## config.mk

```make
export PLATFORM = sky130hd
export DESIGN_NAME = icache_refill
export DESIGN_NICKNAME = d
export VERILOG_FILES = /design/src/rtl/icache_refill.sv
export SDC_FILE = /design/constraint.sdc
export NUM_CORES = 1
export LEC_CHECK = 0
export ABC_CLOCK_PERIOD_IN_PS = 6350
export CAP_MARGIN = 15
export CORE_MARGIN = 4
export CORE_UTILIZATION = 55
export DETAILED_ROUTE_END_ITERATION = 16
export PLACE_DENSITY = 0.77
export SETUP_SLACK_MARGIN = 0.15
export SLEW_MARGIN = 20
export SYNTH_ARGS = -nofsm -noshare
export SYNTH_HDL_FRONTEND = slang
export SYNTH_SLANG_ARGS = --single-unit
```

## constraint.sdc

```tcl
create_clock -name clkIn -period 6.35 [get_ports clkIn]
set_clock_uncertainty 0.2 [all_clocks]
set_input_delay 1.27 -clock clkIn [delete_from_list [all_inputs] [get_ports clkIn]]
set_output_delay 1.27 -clock clkIn [all_outputs]
set_load 0.03 [all_outputs]
```

## src/rtl/icache_refill.sv

```systemverilog
// Instruction-cache block refill engine: fetches one block byte-by-byte from a
// granted RAM port and delivers the assembled block with a one-cycle pulse.
module icache_refill #(
  parameter int unsigned ADDR_WIDTH  = 17,
  parameter int unsigned BLOCK_WIDTH = 4
) (
  input  logic                                 clkIn,
  input  logic                                 resetIn,
  input  logic                                 missIn,
  input  logic [ADDR_WIDTH-BLOCK_WIDTH-1:0]    missAddrIn,
  input  logic                                 flushIn,
  input  logic                                 grantIn,
  input  logic [7:0]                           ramDataIn,
  output logic                                 reqOut,
  output logic [ADDR_WIDTH-1:0]                ramAddrOut,
  output logic                                 busyOut,
  output logic                                 memDataValid,
  output logic [ADDR_WIDTH-1:BLOCK_WIDTH]      memAddr,
  output logic [(2**BLOCK_WIDTH)*8-1:0]        memDataOut
);

  localparam int unsigned BlockSize = 2 ** BLOCK_WIDTH;
  localparam int unsigned CntW      = BLOCK_WIDTH + 1;
  localparam int unsigned BlkW      = ADDR_WIDTH - BLOCK_WIDTH;

  typedef enum logic [1:0] {StIdle, StFetch, StDone} state_e;

  state_e                 state_q, state_d;
  logic [BlkW-1:0]        blk_q, blk_d;
  logic [CntW-1:0]        issue_q, issue_d;
  logic [CntW-1:0]        recv_q, recv_d;
  logic                   inflight_q, inflight_d;
  logic [BlockSize*8-1:0] buf_q, buf_d;
  logic                   valid_q, valid_d;
  logic [BlkW-1:0]        mem_addr_q, mem_addr_d;
  logic [BlockSize*8-1:0] mem_data_q, mem_data_d;
  logic                   req;

  always_comb begin
    state_d    = state_q;
    blk_d      = blk_q;
    issue_d    = issue_q;
    recv_d     = recv_q;
    inflight_d = 1'b0;
    buf_d      = buf_q;
    valid_d    = 1'b0;
    mem_addr_d = mem_addr_q;
    mem_data_d = mem_data_q;
    req        = 1'b0;
    unique case (state_q)
      StIdle: begin
        if (missIn && !flushIn) begin
          state_d = StFetch;
          blk_d   = missAddrIn;
          issue_d = '0;
          recv_d  = '0;
        end
      end
      StFetch: begin
        req = (issue_q < CntW'(BlockSize));
        if (flushIn) begin
          // Redirect: drop the partial block and any byte still in flight.
          state_d = StIdle;
          issue_d = '0;
          recv_d  = '0;
        end else begin
          if (req && grantIn) begin
            issue_d    = issue_q + 1'b1;
            inflight_d = 1'b1;
          end
          if (inflight_q) begin
            buf_d[{recv_q[BLOCK_WIDTH-1:0], 3'b000} +: 8] = ramDataIn;
            recv_d = recv_q + 1'b1;
            if (recv_q == CntW'(BlockSize - 1)) begin
              state_d    = StDone;
              valid_d    = 1'b1;
              mem_addr_d = blk_q;
              mem_data_d = buf_d;
            end
          end
        end
      end
      StDone: begin
        state_d = StIdle;
      end
      default: begin
        state_d = StIdle;
      end
    endcase
  end

  always_ff @(posedge clkIn) begin
    if (!resetIn) begin
      state_q    <= StIdle;
      blk_q      <= '0;
      issue_q    <= '0;
      recv_q     <= '0;
      inflight_q <= 1'b0;
      buf_q      <= '0;
      valid_q    <= 1'b0;
      mem_addr_q <= '0;
      mem_data_q <= '0;
    end else begin
      state_q    <= state_d;
      blk_q      <= blk_d;
      issue_q    <= issue_d;
      recv_q     <= recv_d;
      inflight_q <= inflight_d;
      buf_q      <= buf_d;
      valid_q    <= valid_d;
      mem_addr_q <= mem_addr_d;
      mem_data_q <= mem_data_d;
    end
  end

  assign reqOut       = req;
  assign ramAddrOut   = {blk_q, issue_q[BLOCK_WIDTH-1:0]};
  assign busyOut      = (state_q != StIdle);
  assign memDataValid = valid_q;
  assign memAddr      = mem_addr_q;
  assign memDataOut   = mem_data_q;

endmodule
```

# == Word-level counts from Yosys, hierarchy flattened ==
# Cells that the tools add are included.
# totals
word_cells,55
out_inout_bits,161
ff_bits,296
# classes
n_shift,2
addsub,3
n_mux,16
n_reduce_logical,14
eq_ne,6
bitwise,4
order_cmp,1
# ops
cell,n
128-bit bitwise mux,1
"8-bit by 9-bit variable shift with 128-bit output, first input constant",1
8-bit by 9-bit variable part select with 128-bit output,1
5-bit two-way mux,5
5-bit one-hot mux with 2 select lines,2
3-bit AND reduction,4
"5-bit by 1-bit adder with 5-bit output, second input constant",2
"3-bit != test, second input constant",3
7-bit negator with 9-bit output,1
2-bit two-way mux,4
"5-bit by 4-bit == test with 1-bit output, second input constant",1
"5-bit < comparator, second input constant",1
1-bit inverter,4
2-bit one-hot mux with 2 select lines,1
4-bit AND reduction,1
2-bit nonzero test,2
4-bit OR reduction,1
1-bit two-way mux,3
3-bit OR reduction,1
"2-bit by 1-bit == test with 1-bit output, second input constant",1
1-bit logical AND,2
2-bit logical NOT,1
"2-bit != test, second input constant",1
2-bit AND reduction,1
1-bit logical NOT,1

# == Depth between registers and ports, before layout ==
# Gate-level depths: netlist of run 1.
# logic_depth
depth_word,5
mapped_depth,12

# == Worst setup path before layout of run 1 ==
# OpenSTA, ideal clock, no wires.
# synth_timing
kind,input-to-reg
startpoint,in flushIn
endpoint,reg buf_q[112]
cell_stages,8
path_slack_ns,3.483
path_buffers,3
setup_time_ns,0.128
arrival_time_ns,2.539
cell_sequence,or3b_1 -> buf_2 -> nor2_4 -> buf_4 -> and2_1 -> buf_6 -> mux2i_1 -> nor2_1
# synth_via
elab_chain_len,2
# synth_rtl
item,line_no,text
"start, declared",11,"input logic flushIn,"
1-bit inverter (no line),n/a,
3-bit AND reduction (no line),n/a,
"end signal, assigned",109,buf_q <= buf_d;
"end, declared",33,"logic [BlockSize*8-1:0] buf_q, buf_d;"
# Every way passes these cells.
# A chain may end at the register's enable or synchronous reset.

# == Final worst setup path of run 1 ==
# layout_timing
startpoint,reg recv_q[0]
endpoint,reg buf_q[51]
# layout_via
elab_chain_len,3
elab_cells_between_ends,4
# layout_rtl
item,line_no,text
"start, declared",31,"logic [CntW-1:0] recv_q, recv_d;"
"start signal, assigned",107,recv_q <= recv_d;
7-bit negator with 9-bit output *,72,"buf_d[{recv_q[BLOCK_WIDTH-1:0], 3'b000} +: 8] = ramDataIn;"
8-bit by 9-bit variable part select with 128-bit output / 8-bit by 9-bit variable shift with 128-bit output (equally long branches),72,
128-bit bitwise mux *,72,
# Mark *: on every way between the ends. The rest lies on a longest branch, timed or not.

==> results of run 1 <==
## registers in the layout, indices dropped and copies added, names as in the netlist
name	count
memDataValid	1
memAddr	13
buf_q	128
blk_q	13
state_q	2
inflight_q	1
recv_q	5
memDataOut	128
issue_q	5
## synthesized netlist by cell type, types with 8 or more instances
master	n	area (um2)
inv_1	8	30.03
a21oi_1	137	685.7
o21ai_0	194	970.9
dfxtp_1	296	5926
buf_2	32	160.2
buf_4	13	97.59
nand2_1	161	604.3
nand3_1	71	355.3
nor2_1	40	150.1
o21ai_1	10	50.05
clkbuf_1	60	225.2
a31o_2	8	70.07
and3_1	19	118.9
a31oi_1	15	93.84
mux2i_1	169	1692
and2_1	13	81.33
## kinds of logic (layout without fill, tap and decap cells)
group / count (synthesis) / in the layout
XOR/XNOR: 6 / 6
buffers and inverters: 125 / 261
AO/OA/AOI/OAI: 376 / 376
adder cells (fa/ha/maj): 6 / 6
flip-flops: 296 / 296
multiplexers: 169 / 169
AND/OR/NAND/NOR: 348 / 348
## cell type report
class | instances | area, um2 | area share, %
Tap cell | 275 | 344.1 | 2.333
Timing Repair Buffer | 198 | 1991 | 13.50
Multi-Input combinational cell | 905 | 5470 | 37.09
Clock inverter | 14 | 135.1 | 0.9163
Inverter | 10 | 37.54 | 0.2545
Clock buffer | 39 | 843.3 | 5.719
Sequential cell | 296 | 5926 | 40.18
## report_power, final
part	leakage, nW	switching (mW)	internal (mW)
combinational	2.62	0.0782	0.0336
clock	0.482	0.730	1.01
sequential	2.38	0.00361	1.86
total	5.48	0.812	2.91
## placed cells by master, fill, tap and decap left out, types with 7 or more instances in the layout
cell and count:
clkdlybuf4s50_1 185, buf_4 9, nand2b_1 7, inv_1 7, dfxtp_1 296, clkbuf_16 29, a31o_2 8, and2_1 13
clkbuf_8 8, o21ai_0 193, a31oi_1 15, nand2_1 161, mux2i_1 169, clkinv_2 7, a21oi_1 136, nor2_1 40
o21ai_1 11, nand3_1 71, and3_1 19
## layer usage
layer  global-route usage (%)  part of all wire (%)  vias up
met3                    2.857                   4.7       64
met4                    7.670                   2.8        0
li1                         -                     -     4878
met5                        0                     0        -
met1                    33.50                    45     4643
met2                    41.77                    48      277
## metrics by stage
stage,cell area (um2),utilization [%]
3_5_place_dp,13750,64.79
5_1_grt,14750,69.49
4_1_cts,14730,69.40
3_3_place_gp,13740,64.77
6_report,14750,69.49
2_1_floorplan,11970,-
## worst paths after layout
kind	end	cells past startpoint	slack, ps
max reg2reg	buf_q[51]	7	2580
min	memAddr[10]	2	250
min reg2reg	memAddr[10]	2	250
max	buf_q[51]	7	2580
## worst max-delay path, delay by kind of cell (launching register included)
kind | cells | cell delay, ps
adders and majority gates | 1 | 650
and+or+nand+nor | 3 | 780
buffers and inverters | 1 | 230
AOI/OAI and AO/OA | 2 | 1000
DFF | 1 | 790
==> results.toml, run 1 <==
[run_status]
outcome = "complete, no violations"

[sta]
whs_ps = 252.5
finalSetupTns_ps = 0
slew_headroom_pct = 24.05
max_freq_mhz = 265.3
final_hold_viol_count = 0
worstMarginPinSlew_ps = 1134
drv_slew = 0
fin_crit_ps = 3769
fin_ws_ps = 2581
fin_crit_sh_pct = 59.35
setup_viol = 0
rsz0062_at_grt = "false"

[synth]
netlist_instances = 1326
synth_compound_area_share_pct = 16.64
synthArstFlopShare_pct = 0
synth_top_family_by_area = "compound AO/OA/AOI/OAI gates"
synth_enable_flop_cells = 0
syn_area_mm2 = 0.01197
seq_area_frac_synth_pct = 49.49
synth_cell_types = 54
synthSimpleGateAreaFrac_pct = 13.83
synth_adder_area_share_pct = 0.6270
syn_nets = 1358
yosysWarnings = 0
avgSynthCellArea_um2 = 9.029
synth-seq-cells = 296
yosys_most_used_dff = "dfxtp_1"
synth_xor_area_share_pct = 0.4389
synthMuxAreaShare_pct = 14.13

[power]
p_per_area_mw_per_mm2 = 252.1
p_leak_nw = 5.484
ir_drop_mv = 0.1978
power_mw = 3.718

[setup_path]
cp_slowest_cell = "a21oi_1"
worstPathMaxFanout = 22
required_ps = 6570
crit_start = "recv_q[0]"
cp-start-kind = "flip-flop"
critPathMaxStageDelay_ps = 900
worst-setup-path-type = "reg2reg"
path_cells = "inv_1, ha_1, nand2b_1, a21oi_1, nand2_2, nand3_1, o21ai_0"
endpoint_kind = "flip-flop"
arrival_ps = 3990
r2r-start = "recv_q[0]"

[layout]
instances_no_fill = 1737
nNetsFinal = 1472
n_fill_cell = 1705
drive_gt1_share_pct = 6.498
antenna_cells = 0
syn_to_final_growth_pct = 23.17

[clock_tree]
clock_path_buffers = 3
cts_buffers = 29
clock_latency_ps = 550
clkTransAtPathRegs_ps = 60
cts_setup_buffers = 0
hold_buffers = 0
cts_root_buf = "clkbuf_16"
cts_resized = 0
cts_tree = "built"
htreeDepth = 1
cts_num_sinks = 296

[global_route]
grt_pass1_vias = 9654
grt_max_degree = 114
gr-usage-all-layers_pct = 24.74
antenna_found_initial = 0
grt_overflow = 0
grt_first_pass_wirelength_mm = 49.91

[floorplanning]
chipWidth_um = 155.5
dieHeight_um = 155.5
dieArea_mm2 = 0.02419
start_util_pct = 56.42
io_pins = 187
num_rows = 53
core-area_mm2 = 0.02122

[detailed_routing]
drtAntennaViolNets = 0
wl_per_cell_um = 17.63
num_vias = 9862
drc_errors = 0
drt_wl_total_mm = 30.63
routed_via_density = 5.678
drtPass1Iterations = 6
drtIter0Drc = 664

[place]
dp_hpwl_mm = 19.74
dp.cells = 1683
pre_cts_ws_ps = 2129
place.gp.congestion = 0.8601
port_buffers = 186

[min_path]
hp-class = "reg2reg"
min_from = "memAddr[10]"

[run]
max-cap-violations = 0
Power figures use the tool's default switching activity.
==> run 2: changes to the inputs <==
--- a/config.mk
+++ b/config.mk
@@ -5,12 +5,12 @@
 export SDC_FILE = /design/constraint.sdc
 export NUM_CORES = 1
 export LEC_CHECK = 0
-export ABC_CLOCK_PERIOD_IN_PS = 6350
+export ABC_CLOCK_PERIOD_IN_PS = 3850
 export CAP_MARGIN = 15
 export CORE_MARGIN = 4
-export CORE_UTILIZATION = 55
+export CORE_UTILIZATION = 54
 export DETAILED_ROUTE_END_ITERATION = 16
-export PLACE_DENSITY = 0.77
+export PLACE_DENSITY = 0.76
 export SETUP_SLACK_MARGIN = 0.15
 export SLEW_MARGIN = 20
 export SYNTH_ARGS = -nofsm -noshare
==> constraint.sdc (replaced) <==
create_clock -name clkIn -period 3.85 [get_ports clkIn]
set_clock_uncertainty 0.2 [all_clocks]
set_input_delay 0.77 -clock clkIn [delete_from_list [all_inputs] [get_ports clkIn]]
set_output_delay 0.77 -clock clkIn [all_outputs]
set_load 0.03 [all_outputs]
==> run 2 against run 1 <==
Against the previous run: highest routed layer unchanged; via count shrank 0.37%; sequential share of layout area decreased by 0.30 points; critical endpoint is now buf_q[113]; sequential power grew 65%; largest cell class unchanged; critical path type unchanged; sequential cell count did not move; register-to-register slack worse by 2000 ps.
==> results.toml, run 2 (synthesized netlist as in run 1, its figures left out) <==
[place]
dp_hpwl_mm = 20.20
place.gp.congestion = 0.8376
port_buffers = 186

[run]
max-cap-violations = 0

[detailed_routing]
drtAntennaViolNets = 0
routed_via_density = 5.586
drtIter0Drc = 578
drtPass1Iterations = 5
drc_errors = 0
drt_wl_total_mm = 30.32
num_vias = 9826
wl_per_cell_um = 17.24

[setup_path]
arrival_ps = 3470
endpoint_kind = "flip-flop"
crit_start = "recv_q[1]"
reg2reg_depth = 8
worst-setup-path-type = "reg2reg"
path_cells = "inv_1, ha_1, nand2b_1, a211oi_1, buf_4, and2_1, mux2i_1, nor2_1"
cp-start-kind = "flip-flop"
cp_slowest_cell = "dfxtp_1"
critPathMaxStageDelay_ps = 620
worstPathMaxFanout = 16
required_ps = 4040
r2r-start = "recv_q[1]"

[global_route]
grt_max_degree = 86
grt_first_pass_wirelength_mm = 48.85
grt_pass1_vias = 9214
gr-usage-all-layers_pct = 24.06
grt_overflow = 0
antenna_found_initial = 0

[sta]
drv_slew = 0
max_freq_mhz = 305.0
final_hold_viol_count = 0
whs_ps = 252.0
fin_crit_sh_pct = 85.15
finalSetupTns_ps = 0
worstMarginPinSlew_ps = 908.5
rsz0062_at_grt = "false"
slew_headroom_pct = 39.21
setup_viol = 0
fin_crit_ps = 3278

[floorplanning]
dieHeight_um = 156.9
core-area_mm2 = 0.02182
chipWidth_um = 156.9
num_rows = 54
start_util_pct = 54.86
io_pins = 187
dieArea_mm2 = 0.02462

[min_path]
whs_path_depth = 2
min_from = "memAddr[15]"
hp-class = "reg2reg"

[clock_tree]
clock_path_buffers = 3
cts_tree = "built"
htreeDepth = 1
cts_resized = 0
clkTransAtPathRegs_ps = 60
hold_buffers = 0
cts_root_buf = "clkbuf_16"
cts_setup_buffers = 0
clock_latency_ps = 530
cts_buffers = 29
cts_num_sinks = 296

[layout]
antenna_cells = 0
n_fill_cell = 1780
drive_gt1_share_pct = 7.235
final_cell_mix = "dfxtp_1, o21ai_0, clkdlybuf4s50_1"
nNetsFinal = 1491
syn_to_final_growth_pct = 24.10
mostFrequentLayoutCell = "dfxtp_1"

[run_status]
outcome = "complete, no violations"

[power]
power_mw = 6.020
p_per_area_mw_per_mm2 = 405.2
ir_drop_mv = 0.2698
p_leak_nw = 5.552
[run 2: worst paths after layout]
path / to / slack [ps]
min: memAddr[15] / 250
min reg2reg: memAddr[15] / 250
max: buf_q[113] / 570
max reg2reg: buf_q[113] / 570
[run 2: layer usage]
metal	track usage (%)	up-vias	wire length (um)	part of all wire (%)
li1	-	4901	-	-
met1	33.08	4629	13690	45
met2	39.06	241	14320	47
met3	3.877	55	1468	4.8
met4	7.645	0	843	2.8
met5	0	-	0	0
[run 2: worst max-delay path: cells and delay by family, from the launching register on]
kind / cells / cell delay, ps
compound gates: 1 / 250
fa+ha+maj: 1 / 590
buf+inv: 2 / 430
flops: 1 / 620
mux: 1 / 260
simple gates: 3 / 790
[run 2: stage by stage]
step / area, um2 / setup slack, ps / util [%] / std cells
after floorplan: 11970 / 1325 / - / 1326
after global placement: 13930 / 598.3 / 63.81 / 1708
after detailed placement: 13930 / 530.8 / 63.81 / 1708
after CTS: 14860 / 616.6 / 68.08 / 1759
after global routing: 14860 / 357.7 / 68.08 / 1759
final: 14860 / 571.7 / 68.08 / 1759
[run 2: layout make-up]
| cell class | instances | area (um2) | share of cell area [%] |
|---|---|---|---|
| Multi-Input combinational cell | 905 | 5466 | 36.79 |
| Timing Repair Buffer | 217 | 2146 | 14.44 |
| Clock buffer | 42 | 854.6 | 5.752 |
| Inverter | 10 | 37.54 | 0.2526 |
| Sequential cell | 296 | 5926 | 39.88 |
| Clock inverter | 9 | 77.57 | 0.5221 |
| Tap cell | 280 | 350.3 | 2.358 |
[run 2: where the power goes]
part / switching [mW] / total, mW / internal, mW
clock: 1.15 / 2.75 / 1.60
sequential: 0.00563 / 3.07 / 3.07
combinational: 0.131 / 0.193 / 0.0620
